`src/rtl/core_seq_pkg.sv`:
```
// Shared encodings for the multi-cycle sequencer: FSM states, halt causes,
// one-hot access length bit positions and the base byte-write strobes.
package core_seq_pkg;

  typedef enum logic [2:0] {
    S_FETCH = 3'd0,
    S_EXEC  = 3'd1,
    S_MEM   = 3'd2,
    S_WB    = 3'd3,
    S_HALT  = 3'd4
  } state_t;

  localparam logic [1:0] CAUSE_NONE     = 2'd0;
  localparam logic [1:0] CAUSE_ILLEGAL  = 2'd1;
  localparam logic [1:0] CAUSE_MISALIGN = 2'd2;

  localparam int LEN_BYTE = 0;
  localparam int LEN_HALF = 1;
  localparam int LEN_WORD = 2;

  localparam logic [3:0] STRB_BYTE = 4'b0001;
  localparam logic [3:0] STRB_HALF = 4'b0011;
  localparam logic [3:0] STRB_WORD = 4'b1111;

  function automatic logic misaligned(input logic [2:0] len, input logic [1:0] off);
    return (len[LEN_WORD] && (off != 2'b00)) || (len[LEN_HALF] && off[0]);
  endfunction

endpackage

```
`src/rtl/core_sequencer_lsu_align.sv`:
```
// Load/store byte-lane alignment: store strobe/data shift into the lane at
// the address offset, load extract of byte/half with sign or zero extension.
module lsu_align
  import core_seq_pkg::*;
(
  input  logic [1:0]  off,
  input  logic [2:0]  len,
  input  logic        sext,
  input  logic [31:0] store_data,
  input  logic [31:0] rdata,
  output logic [3:0]  we,
  output logic [31:0] wdata,
  output logic [31:0] ldata
);

  logic [3:0]  base;
  logic [31:0] shifted;

  always_comb begin
    if (len[LEN_WORD])      base = STRB_WORD;
    else if (len[LEN_HALF]) base = STRB_HALF;
    else                    base = STRB_BYTE;
    we      = base << off;
    wdata   = store_data << {off, 3'b000};
    shifted = rdata >> {off, 3'b000};
    if (len[LEN_WORD])      ldata = rdata;
    else if (len[LEN_HALF]) ldata = {{16{sext & shifted[15]}}, shifted[15:0]};
    else                    ldata = {{24{sext & shifted[7]}}, shifted[7:0]};
  end

endmodule

```
`src/rtl/core_sequencer.sv`:
```
// Fetch/exec/mem/write-back sequencer around a single-cycle RV32I datapath.
// Optional performance counters are built only when SEQ_PERF_CNT_EN is defined.
module core_sequencer
  import core_seq_pkg::*;
#(
  parameter logic [31:0] RESET_PC = 32'h0000_0000
) (
  input  logic        clk,
  input  logic        rst,
  output logic        mem_req,
  output logic [31:0] mem_addr,
  output logic [3:0]  mem_we,
  output logic [31:0] mem_wdata,
  input  logic        mem_ack,
  input  logic [31:0] mem_rdata,
  output logic [31:0] inst_q,
  output logic [31:0] pc_q,
  input  logic        dec_write_reg,
  input  logic        dec_write_reg_mux,
  input  logic        dec_write_mem,
  input  logic        dec_mem_signed_ext,
  input  logic [2:0]  dec_mem_len,
  input  logic        dec_illegal,
  input  logic [31:0] alu_addr,
  input  logic [31:0] store_data,
  input  logic [31:0] pc_next,
  output logic [31:0] load_data,
  output logic        reg_we,
  output logic        pc_we,
  output logic        halted,
  output logic [1:0]  halt_cause,
  output logic [31:0] cycle_cnt,
  output logic [31:0] instret_cnt
);

  state_t      state;
  logic        is_load, is_store, is_ldst, mis, retire;
  logic [3:0]  lsu_we;
  logic [31:0] lsu_wdata, lsu_ldata;

  assign is_load  = dec_write_reg & ~dec_write_reg_mux;
  assign is_store = dec_write_mem;
  assign is_ldst  = is_load | is_store;
  assign mis      = misaligned(dec_mem_len, alu_addr[1:0]);
  // Retire is decided on the edge that enters WB so the strobes are registered.
  assign retire   = ((state == S_EXEC) && !dec_illegal && !is_ldst) ||
                    ((state == S_MEM) && mem_req && mem_ack);

  lsu_align u_lsu (
    .off        (alu_addr[1:0]),
    .len        (dec_mem_len),
    .sext       (dec_mem_signed_ext),
    .store_data (store_data),
    .rdata      (mem_rdata),
    .we         (lsu_we),
    .wdata      (lsu_wdata),
    .ldata      (lsu_ldata)
  );

  always_ff @(posedge clk or posedge rst) begin
    if (rst) begin
      state      <= S_FETCH;
      pc_q       <= RESET_PC;
      inst_q     <= '0;
      load_data  <= '0;
      mem_req    <= 1'b0;
      mem_addr   <= '0;
      mem_we     <= '0;
      mem_wdata  <= '0;
      reg_we     <= 1'b0;
      pc_we      <= 1'b0;
      halted     <= 1'b0;
      halt_cause <= CAUSE_NONE;
    end else begin
      reg_we <= retire & dec_write_reg;
      pc_we  <= retire;
      case (state)
        S_FETCH: begin
          // First fetch after reset raises the request here; later fetches are raised in WB.
          if (!mem_req) begin
            mem_req  <= 1'b1;
            mem_addr <= pc_q;
          end else if (mem_ack) begin
            inst_q   <= mem_rdata;
            mem_req  <= 1'b0;
            mem_addr <= '0;
            state    <= S_EXEC;
          end
        end
        S_EXEC: begin
          if (dec_illegal) begin
            state      <= S_HALT;
            halted     <= 1'b1;
            halt_cause <= CAUSE_ILLEGAL;
          end else if (is_ldst && mis) begin
            state      <= S_HALT;
            halted     <= 1'b1;
            halt_cause <= CAUSE_MISALIGN;
          end else if (is_ldst) begin
            state     <= S_MEM;
            mem_req   <= 1'b1;
            mem_addr  <= {alu_addr[31:2], 2'b00};
            mem_we    <= is_store ? lsu_we : 4'b0000;
            mem_wdata <= is_store ? lsu_wdata : 32'h0;
          end else begin
            state <= S_WB;
          end
        end
        S_MEM: begin
          if (mem_req && mem_ack) begin
            if (is_load) load_data <= lsu_ldata;
            mem_req   <= 1'b0;
            mem_addr  <= '0;
            mem_we    <= '0;
            mem_wdata <= '0;
            state     <= S_WB;
          end
        end
        S_WB: begin
          pc_q     <= pc_next;
          mem_req  <= 1'b1;
          mem_addr <= pc_next;
          state    <= S_FETCH;
        end
        S_HALT: ;
        default: begin
          state      <= S_HALT;
          halted     <= 1'b1;
          halt_cause <= CAUSE_ILLEGAL;
        end
      endcase
    end
  end

`ifdef SEQ_PERF_CNT_EN
  always_ff @(posedge clk or posedge rst) begin
    if (rst) begin
      cycle_cnt   <= '0;
      instret_cnt <= '0;
    end else begin
      cycle_cnt <= cycle_cnt + 32'd1;
      if (retire) instret_cnt <= instret_cnt + 32'd1;
    end
  end
`else
  assign cycle_cnt   = '0;
  assign instret_cnt = '0;
`endif

endmodule

```
`config.mk`:
```
export PLATFORM = sky130hd
export DESIGN_NAME = core_sequencer
export DESIGN_NICKNAME = d
export VERILOG_FILES = /design/src/rtl/core_seq_pkg.sv /design/src/rtl/core_sequencer_lsu_align.sv /design/src/rtl/core_sequencer.sv
export SDC_FILE = /design/constraint.sdc
export NUM_CORES = 1
export LEC_CHECK = 0
export CAP_MARGIN = 20
export CORE_ASPECT_RATIO = 1.75
export CORE_MARGIN = 2
export CORE_UTILIZATION = 30
export DETAILED_ROUTE_END_ITERATION = 7
export GPL_TIMING_DRIVEN = 0
export PLACE_DENSITY = 0.64
export SYNTH_ARGS = -nofsm -noshare
export SYNTH_HDL_FRONTEND = slang
export SYNTH_HIERARCHICAL = 1
export SYNTH_SLANG_ARGS = --single-unit
```
`constraint.sdc`:
```
create_clock -name clk -period 5.15 [get_ports clk]
set_input_delay 0.515 -clock clk [delete_from_list [all_inputs] [get_ports clk]]
set_output_delay 0.515 -clock clk [all_outputs]
set_load 0.05 [all_outputs]
```
Word-level counts from Yosys, hierarchy flattened:

Index checks and enable logic that the tools add are counted.

* equal/unequal tests: 12
* shifts and indexed selects: 3
* reduce and logical (&&, ||, !) cells: 24
* bitwise gates (word level): 8
* mux-type cells: 42

Operators with widths (count)
* 32-bit 2-to-1 mux: 12
* 32-bit case mux with 4 select lines: 1
* 32-bit case mux with 2 select lines: 1
* 32-bit by 5-bit left shift with 32-bit output: 1
* 32-bit by 5-bit >> shifter with 16-bit output: 1
* 4-bit 2-to-1 mux: 6
* 3-bit 2-to-1 mux: 5
* 3-bit case mux with 5 select lines: 1
* 2-bit != test, second input constant: 5
* 5-bit AND reduction: 2
* 1-bit 2-to-1 mux: 9
* 1-bit logical AND: 8
* 4-bit case mux with 2 select lines: 1
* 3-bit by 2-bit equality test with 1-bit output, second input constant: 2
* 2-bit 2-to-1 mux: 3
* 3-bit AND reduction: 2
* 6-bit AND reduction: 1
* 1-bit AND: 4
* 1-bit case mux with 4 select lines: 1
* 2-bit case mux with 2 select lines: 1
* 4-bit AND reduction: 1
* 2-bit nonzero test: 2
* 4-bit nonzero test: 1
* 4-bit OR reduction: 1
* other kinds (13): 17

* input bits: 139
* register bits: 173
* word-level logic and storage cells: 101

Depth between registers and ports, before layout:

Gate-level depths: netlist of the first run.

* word-level depth: 8
* gate-level depth with buffers: 8
* mapped depth without buffers: 5

By module:

The synthesis of the first run kept the hierarchy.

Modules (own cells, without submodules)
* core_sequencer: cells each 623, area an instance 7826.3 sq um, times used 1
* lsu_align: cells each 215, area an instance 1331.3 sq um, times used 1

Least setup slack after synthesis of the first run:

Ideal clock, no wire load.

* path type: register to register
* start: register mem_req
* end: register mem_addr[31]
* buffers on the path: 2
* data required time: 5.022 ns
* data arrival time: 2.035 ns
* clock period less this slack: 2.163 ns
* setup slack: 2.987 ns
* cell stages (with the launch flop): 7
* setup time: 0.128 ns
* cell sequence: dfrtp_1 -> buf_2 -> a21oi_1 -> a2111o_1 -> a21oi_2 -> buf_6 -> mux2_1

* word-level cells in the longest chain between the ends: 3
* elaborated cells between the ends (all ways): 6

RTL lines
* start: declaration: line core_sequencer.sv:10 `output logic mem_req,`
* start signal: assignment: line core_sequencer.sv:66 `mem_req <= 1'b0;`
* start signal: assignment: line core_sequencer.sv:81 `mem_req <= 1'b1;`
* start signal: assignment: line core_sequencer.sv:85 `mem_req <= 1'b0;`
* 1-bit logical AND: line core_sequencer.sv:110 `if (mem_req && mem_ack) begin`
* 2-bit by 1-bit != test with 1-bit output (no source line)
* 6-bit AND reduction (no source line)
* end signal: assignment: line core_sequencer.sv:82 `mem_addr <= pc_q;`
* end signal: assignment: line core_sequencer.sv:102 `mem_addr <= {alu_addr[31:2], 2'b00};`
* end signal: assignment: line core_sequencer.sv:122 `mem_addr <= pc_next;`
* end: declaration: line core_sequencer.sv:11 `output logic [31:0] mem_addr,`

Parallel ways exist; a longest one is shown, timed or not.
A chain may end at the register's enable or synchronous reset.

Worst setup path in the final report of the first run:

* start: input port alu_addr[1]
* end: register load_data[12]

* word-level cells in the longest chain between the ends: 4

RTL lines
* start: declaration: line core_sequencer.sv:24 `input logic [31:0] alu_addr,`
* 32-bit by 5-bit >> shifter with 16-bit output *: line core_sequencer_lsu_align.sv:25 `shifted = rdata >> {off, 3'b000};`
* 1-bit AND: line core_sequencer_lsu_align.sv:28 `else ldata = {{24{sext & shifted[7]}}, shifted[7:0]};`
* 32-bit 2-to-1 mux *: line core_sequencer_lsu_align.sv:27 `else if (len[LEN_HALF]) ldata = {{16{sext & shifted[15]}}, shifted[15:0]};`
* 32-bit 2-to-1 mux *: line core_sequencer_lsu_align.sv:26 `if (len[LEN_WORD]) ldata = rdata;`
* net lsu_ldata[12]: line core_sequencer.sv:39 `logic [31:0] lsu_wdata, lsu_ldata;`
* end signal: assignment: line core_sequencer.sv:111 `if (is_load) load_data <= lsu_ldata;`
* end: declaration: line core_sequencer.sv:27 `output logic [31:0] load_data,`

The timed path passes the listed nets; every way through them passes the cells marked *.

==> results of run 1 <==
worst max-delay path, cell delays in order:
cell and delay, ns:
clkdlybuf4s50_1 0.59, buf_6 0.21, mux2i_1 0.51, nor3_1 0.10
a211oi_1 0.59, a2bb2oi_1 0.19, mux2_1 0.32
kinds of logic (layout without fill, tap and decap cells):
| group | count (synthesis) | in the layout | share of synthesized area [%] |
|---|---|---|---|
| buffers and inverters | 195 | 536 | 11.60 |
| flip-flops | 173 | 173 | 47.27 |
| XOR/XNOR | 1 | 1 | 0.09566 |
| AO/OA/AOI/OAI | 136 | 136 | 11.71 |
| AND/OR/NAND/NOR | 142 | 142 | 7.160 |
| other | 1 | 64 | 0.04095 |
| multiplexers | 190 | 190 | 22.12 |
power breakdown:
| part | internal [uW] | switching (uW) | total, uW |
|---|---|---|---|
| Sequential | 1360 | 0 | 1360 |
| Clock | 709 | 565 | 1270 |
| Combinational | 188 | 268 | 456 |
metal layers:
metal / up-vias / track usage [%] / routed length (um)
met5: - / 0 / 0
met4: 0 / 9.375 / 1204
met2: 318 / 38.36 / 17580
met3: 60 / 4.823 / 2065
met1: 3790 / 19.27 / 10810
li1: 3584 / - / -
flip-flops by register name, indices dropped and copies added, names as in the netlist, 2 cells and up:
signal      cells
inst_q         32
load_data      32
mem_addr       32
mem_wdata      32
pc_q           32
mem_we          4
state           3
halt_cause      2
metrics by stage:
step	power, uW	cell area [um2]	instances	utilization (%)
after floorplan	1652	9398	901	-
after global placement	1829	12950	1595	43.10
after detailed placement	1838	13040	1599	43.36
after CTS	3131	13590	1629	45.20
after global routing	3219	13590	1629	45.20
final	3088	13590	1629	45.20
synthesized netlist by cell type (4+ instances only):
library cell and number:
a21o_1 16, nand2_1 66, buf_4 70, o21ai_0 18
buf_1 4, clkbuf_1 24, o211a_1 4, inv_1 72
a32oi_1 4, buf_6 6, and2_1 12, o221a_2 7
nor2b_1 13, a222oi_1 29, a211oi_1 10, nor2_1 35
mux2i_1 91, a21oi_1 23, dfrtp_1 173, buf_2 18
a2bb2oi_1 6, o31ai_1 4, mux2_1 97
worst max-delay path by stage:
stage,endpoint,slack (ns),cells past startpoint
floorplan,halt_cause[0]$_DFFE_PP0P_,2.42,1
global placement,mem_addr[18]$_DFFE_PP0P_,0.71,2
detailed placement,mem_wdata[31]$_DFFE_PP0P_,2.07,8
CTS,load_data[12]$_DFFE_PP0P_,2.53,7
global route,load_data[13]$_DFFE_PP0P_,2.33,7
finish,load_data[12]$_DFFE_PP0P_,2.45,7
cell usage in the layout (no fill, tap or decap), types with 3 or more instances in the layout:
cell and instances:
clkdlybuf4s50_1 307, dfrtp_1 173, mux2_1 97, mux2i_1 91
inv_1 71, buf_4 70, nand2_1 66, conb_1 64
nor2_1 35, a222oi_1 29, clkbuf_1 27, a21oi_1 23
buf_2 18, o21ai_0 18, clkbuf_16 17, a21o_1 16
nor2b_1 13, and2_1 12, a211oi_1 10, o221a_2 7
a2bb2oi_1 6, buf_6 6, buf_1 4, a32oi_1 4
buf_12 4, o211a_1 4, o31ai_1 4, nand2b_1 3
or3_1 3, clkinvlp_4 3, o21a_1 3, clkinv_2 3
nor3_1 3
final cells by class:
class | count | area, um2
plain buffers | 122 | 788.3
clock buffers | 20 | 436.7
clock inverters | 10 | 116.4
fillers | 2857 | 16470
inverters | 73 | 277.8
multi-input cells | 533 | 4003
flip-flops and latches | 173 | 4329
well taps | 387 | 484.2
repair buffers | 311 | 3153
==> out/metrics.cfg, run 1 <==
[outcome]
outcome = complete, no violations

[synth]
synth_top_area_share_pct = 47.27
synthArstFlopShare_pct = 100.0
avgSynthCellArea_um2 = 10.93
ys.flop_type = dfrtp_1
yosysTopAreaCell = dfrtp_1
yosysWarnings = 6
synth-edff-count = 0
yosys-top-cells-area = dfrtp_1 47%, mux2_1 12%, mux2i_1 9.9%
syn-cell-area_um2 = 9158
syn_inst = 838
synth.distinct_cells = 47
synth-seq-cells = 173
synth-seq-area-share_pct = 47.27

[clocking]
clockBufferDepth = 2
cts-root-buf = clkbuf_16
htreeDepth = 4
postCtsSetupBuffers = 0
cts_hold_buf = 0
path_clk_slew_ns = 0.06
clk_latency_ns = 0.45
cts_resized = 0
cts_tree = built
numCtsBuffers = 17
clkSinkCount = 173

[route]
firstDrtPassIters = 7
totalWireLength_um = 31650
avgViaCountPerCell = 4.759
ant_nets = 0
vias = 7752
post-route-drc-count = 0
drtIter0Drc = 467
routedWlPerCell_um = 19.43

[timing]
relSlewSlack_pct = 49.81
timing.hold.ws_ns = 0.4848
setup_violations = 0
rsz0062_at_grt = no
finalCritPeriodShare_pct = 52.48
finClkSkew_ns = 0.01280
tns_ns = 0
max_freq_mhz = 370.0
slew_violations = 0
setup_ws_ns = 2.447
worstMarginPinSlew_ns = 0.7513
finalHoldViolations = 0
finalCriticalPeriod_ns = 2.703

[placed_design]
dpl.hpwl_um = 25130
portBuffers = 307
gp_congestion = 0.8735
post-place-ws_ns = 2.069

[finish]
nets = 1370
drive_above_1_share_pct = 11.27
antenna_cells = 0
area_delta_synth_final_pct = 48.38

[die]
die_area_um2 = 31990
start_util_pct = 30.47
core_um2 = 30060
die_h_um = 235.1
die_w_um = 136.1
io-pin-count = 373
fp-row-count = 84

[min_path]
whs_path_depth = 1
hp-class = reg2reg
min_to = inst_q[29]$_DFFE_PP0P_
min_from = inst_q[29]$_DFFE_PP0P_

[pwr]
powerDensity_nw_per_um2 = 227.3
peakVddDrop_mv = 0.2146
leakagePower_uw = 0.006365

[worst_setup_path]
cp_max_fo = 10
cp-end-kind = register
r2r_start = state[1]$_DFFE_PP0P_
critPathKind = in2reg
cp-start-kind = primary input
reg2reg_slack_ns = 2.90
arrival_ns = 3.03
reg2reg_depth = 6
critPathRequiredTime_ns = 5.48
cp-startpoint = alu_addr[1]
r2r-end = mem_addr[16]$_DFFE_PP0P_

[global_routing]
antenna_found_initial = 0
grt_max_degree = 42
grt-ovfl-total = 0
grt_first_pass_wirelength_um = 47730
grt_pass1_vias = 8141
grt_use_total_pct = 19.93

[flow_run]
maxCapViolCount = 0

(Power assumes the default switching activity.)
==> inputs of run 2 (changes only) <==
Settings changed: PLACE_DENSITY 0.64 to 0.61.
Clock period 5.15 ns to 2.8 ns, I/O delays scaled along.
==> out/metrics.cfg, run 2 (synthesis results as in run 1) <==
[global_routing]
grt.met2_usage_pct = 37.19  ; -1.2 points
grt_max_degree = 39  ; -7.1%
grt_use_total_pct = 19.68  ; -0.25 points
grt_pass1_vias = 7845  ; -3.6%
top_usage_layer = met2
antenna_found_initial = 0  ; unchanged
use_met3_pct = 4.910  ; +0.086 points
grt_first_pass_wirelength_um = 47130  ; -1.2%
met1_usage_pct = 19.89  ; +0.62 points
grt-ovfl-total = 0  ; unchanged

[pwr]
leakagePower_uw = 0.006381  ; +0.24%
powerDensity_nw_per_um2 = 422.8  ; +86%
peakVddDrop_mv = 0.4175  ; +95%

[finish]
seq_area_um2 = 4329  ; unchanged
nets = 1371  ; +0.073%
drive_above_1_share_pct = 11.41  ; +0.14 points
multi_input_area_um2 = 4003  ; unchanged
final_cells = 1631  ; +0.12%
area_delta_synth_final_pct = 48.95
final_common_cell = clkdlybuf4s50_1
layout_common_cells = 307 x clkdlybuf4s50_1, 173 x dfrtp_1, 97 x mux2_1
postLayoutCellArea_um2 = 13640  ; +0.39%
antenna_cells = 0  ; unchanged
n_fill_cell = 2853  ; -0.14%

[clocking]
clkSinkCount = 173  ; unchanged
clockBufferDepth = 2  ; unchanged
cts_resized = 0  ; unchanged
cts-root-buf = clkbuf_16
cts_tree = built
numCtsBuffers = 17  ; unchanged
htreeDepth = 4  ; unchanged
path_clk_slew_ns = 0.07  ; about the same
clk_latency_ns = 0.44  ; about the same
cts_hold_buf = 0  ; unchanged
postCtsSetupBuffers = 0  ; unchanged

[timing]
finalCriticalPeriod_ns = 2.475
max_freq_mhz = 404.1
rsz0062_at_grt = no
setup_violations = 0  ; unchanged
finalHoldViolations = 0  ; unchanged
finalCritPeriodShare_pct = 88.38
worstMarginPinSlew_ns = 0.6709  ; -0.08039 ns
slew_violations = 0  ; unchanged
finClkSkew_ns = 0.008488  ; -0.004308 ns
setup_ws_ns = 0.3254  ; -2.122 ns
relSlewSlack_pct = 55.00  ; +5.2 points

[worst_setup_path]
arrival_ns = 2.80  ; -0.23 ns
cp_max_fo = 10  ; unchanged
cp-start-kind = primary input
critPathKind = in2reg
critPathRequiredTime_ns = 3.12  ; -2.36 ns
cp-end-kind = register

[placed_design]
post-place-ws_ns = -0.08851  ; -2.158 ns
portBuffers = 307  ; unchanged
place_area_um2 = 13060  ; +0.15%
dpl.hpwl_um = 24910  ; -0.88%
gp_congestion = 0.8910  ; +2.0%
dp_cells = 1600  ; +0.063%

[route]
ant_nets = 0  ; unchanged
avgViaCountPerCell = 4.708  ; -1.1%
post-route-drc-count = 0  ; unchanged
firstDrtPassIters = 8  ; +1
drtIter0Drc = 459  ; -1.7%
vias = 7679  ; -0.94%
totalWireLength_um = 31260  ; -1.2%
routedWlPerCell_um = 19.16  ; -1.4%

[die]
fp-row-count = 84  ; unchanged
start_util_pct = 30.47  ; unchanged
io-pin-count = 373  ; unchanged
die_h_um = 235.1  ; unchanged
die_area_um2 = 31990  ; unchanged
core_um2 = 30060  ; unchanged
die_w_um = 136.1  ; unchanged

[outcome]
outcome = complete, no violations

[min_path]
hp-class = in2async

[flow_run]
maxCapViolCount = 0  ; unchanged

-- run 2: changes by cell type in the layout (fill, tap and decap cells not counted), sizes merged --
cell / delta
clkinv: -4
clkbuf: +3
buf: +1
clkinvlp: +2
-- run 2: layout make-up --
class	instances	share of cell area [%]
well taps	387	3.550
repair buffers	312	23.26
flip-flops and latches	173	31.74
plain buffers	122	5.779
clock inverters	8	0.7888
clock buffers	23	3.504
inverters	73	2.036
multi-input cells	533	29.34
-- run 2: worst paths after layout --
check / start / to / depth (start not counted) / slack [ns]
max in group asynchronous: rst / load_data[26]$_DFFE_PP0P_ / 6 / 1.34
min in group clk: dec_write_reg / reg_we$_DFF_PP0_ / 2 / 0.43
worst min-delay path: rst / pc_we$_DFF_PP0_ / 2 / 0.22
worst min register to register: load_data[5]$_DFFE_PP0P_ / load_data[5]$_DFFE_PP0P_ / 1 / 0.48
worst max register to register: mem_req$_DFFE_PP0P_ / load_data[17]$_DFFE_PP0P_ / 7 / 0.58
worst max-delay path: alu_addr[1] / load_data[12]$_DFFE_PP0P_ / 7 / 0.33
-- run 2: report_power, final --
part	switching, uW	internal [uW]
registers	0	2500
logic	493	348
clock network	1040	1390
-- run 2: metal layers --
metal,share of wire (%),routed length [um]
met5,0,0
met4,3.3,1026
met3,6.9,2147
met2,55,17200
met1,35,10890
-- run 2: critical path, cell delays in order --
cell	delay (ns)
clkdlybuf4s50_1	0.62
buf_6	0.21
mux2i_1	0.48
nor3_1	0.11
a211oi_1	0.60
a2bb2oi_1	0.18
mux2_1	0.32
-- run 2: through the flow --
step	setup TNS, ns	hold slack (ns)	utilization [%]	power [uW]
after floorplan	0	0.4086	-	3039
after global placement	-237.50	0.4657	43.10	3363
after detailed placement	-0.3179	0.4747	43.43	3384
after CTS	0	0.2140	45.38	5862
after global routing	0	0.2388	45.38	6019
final	0	0.2158	45.38	5768
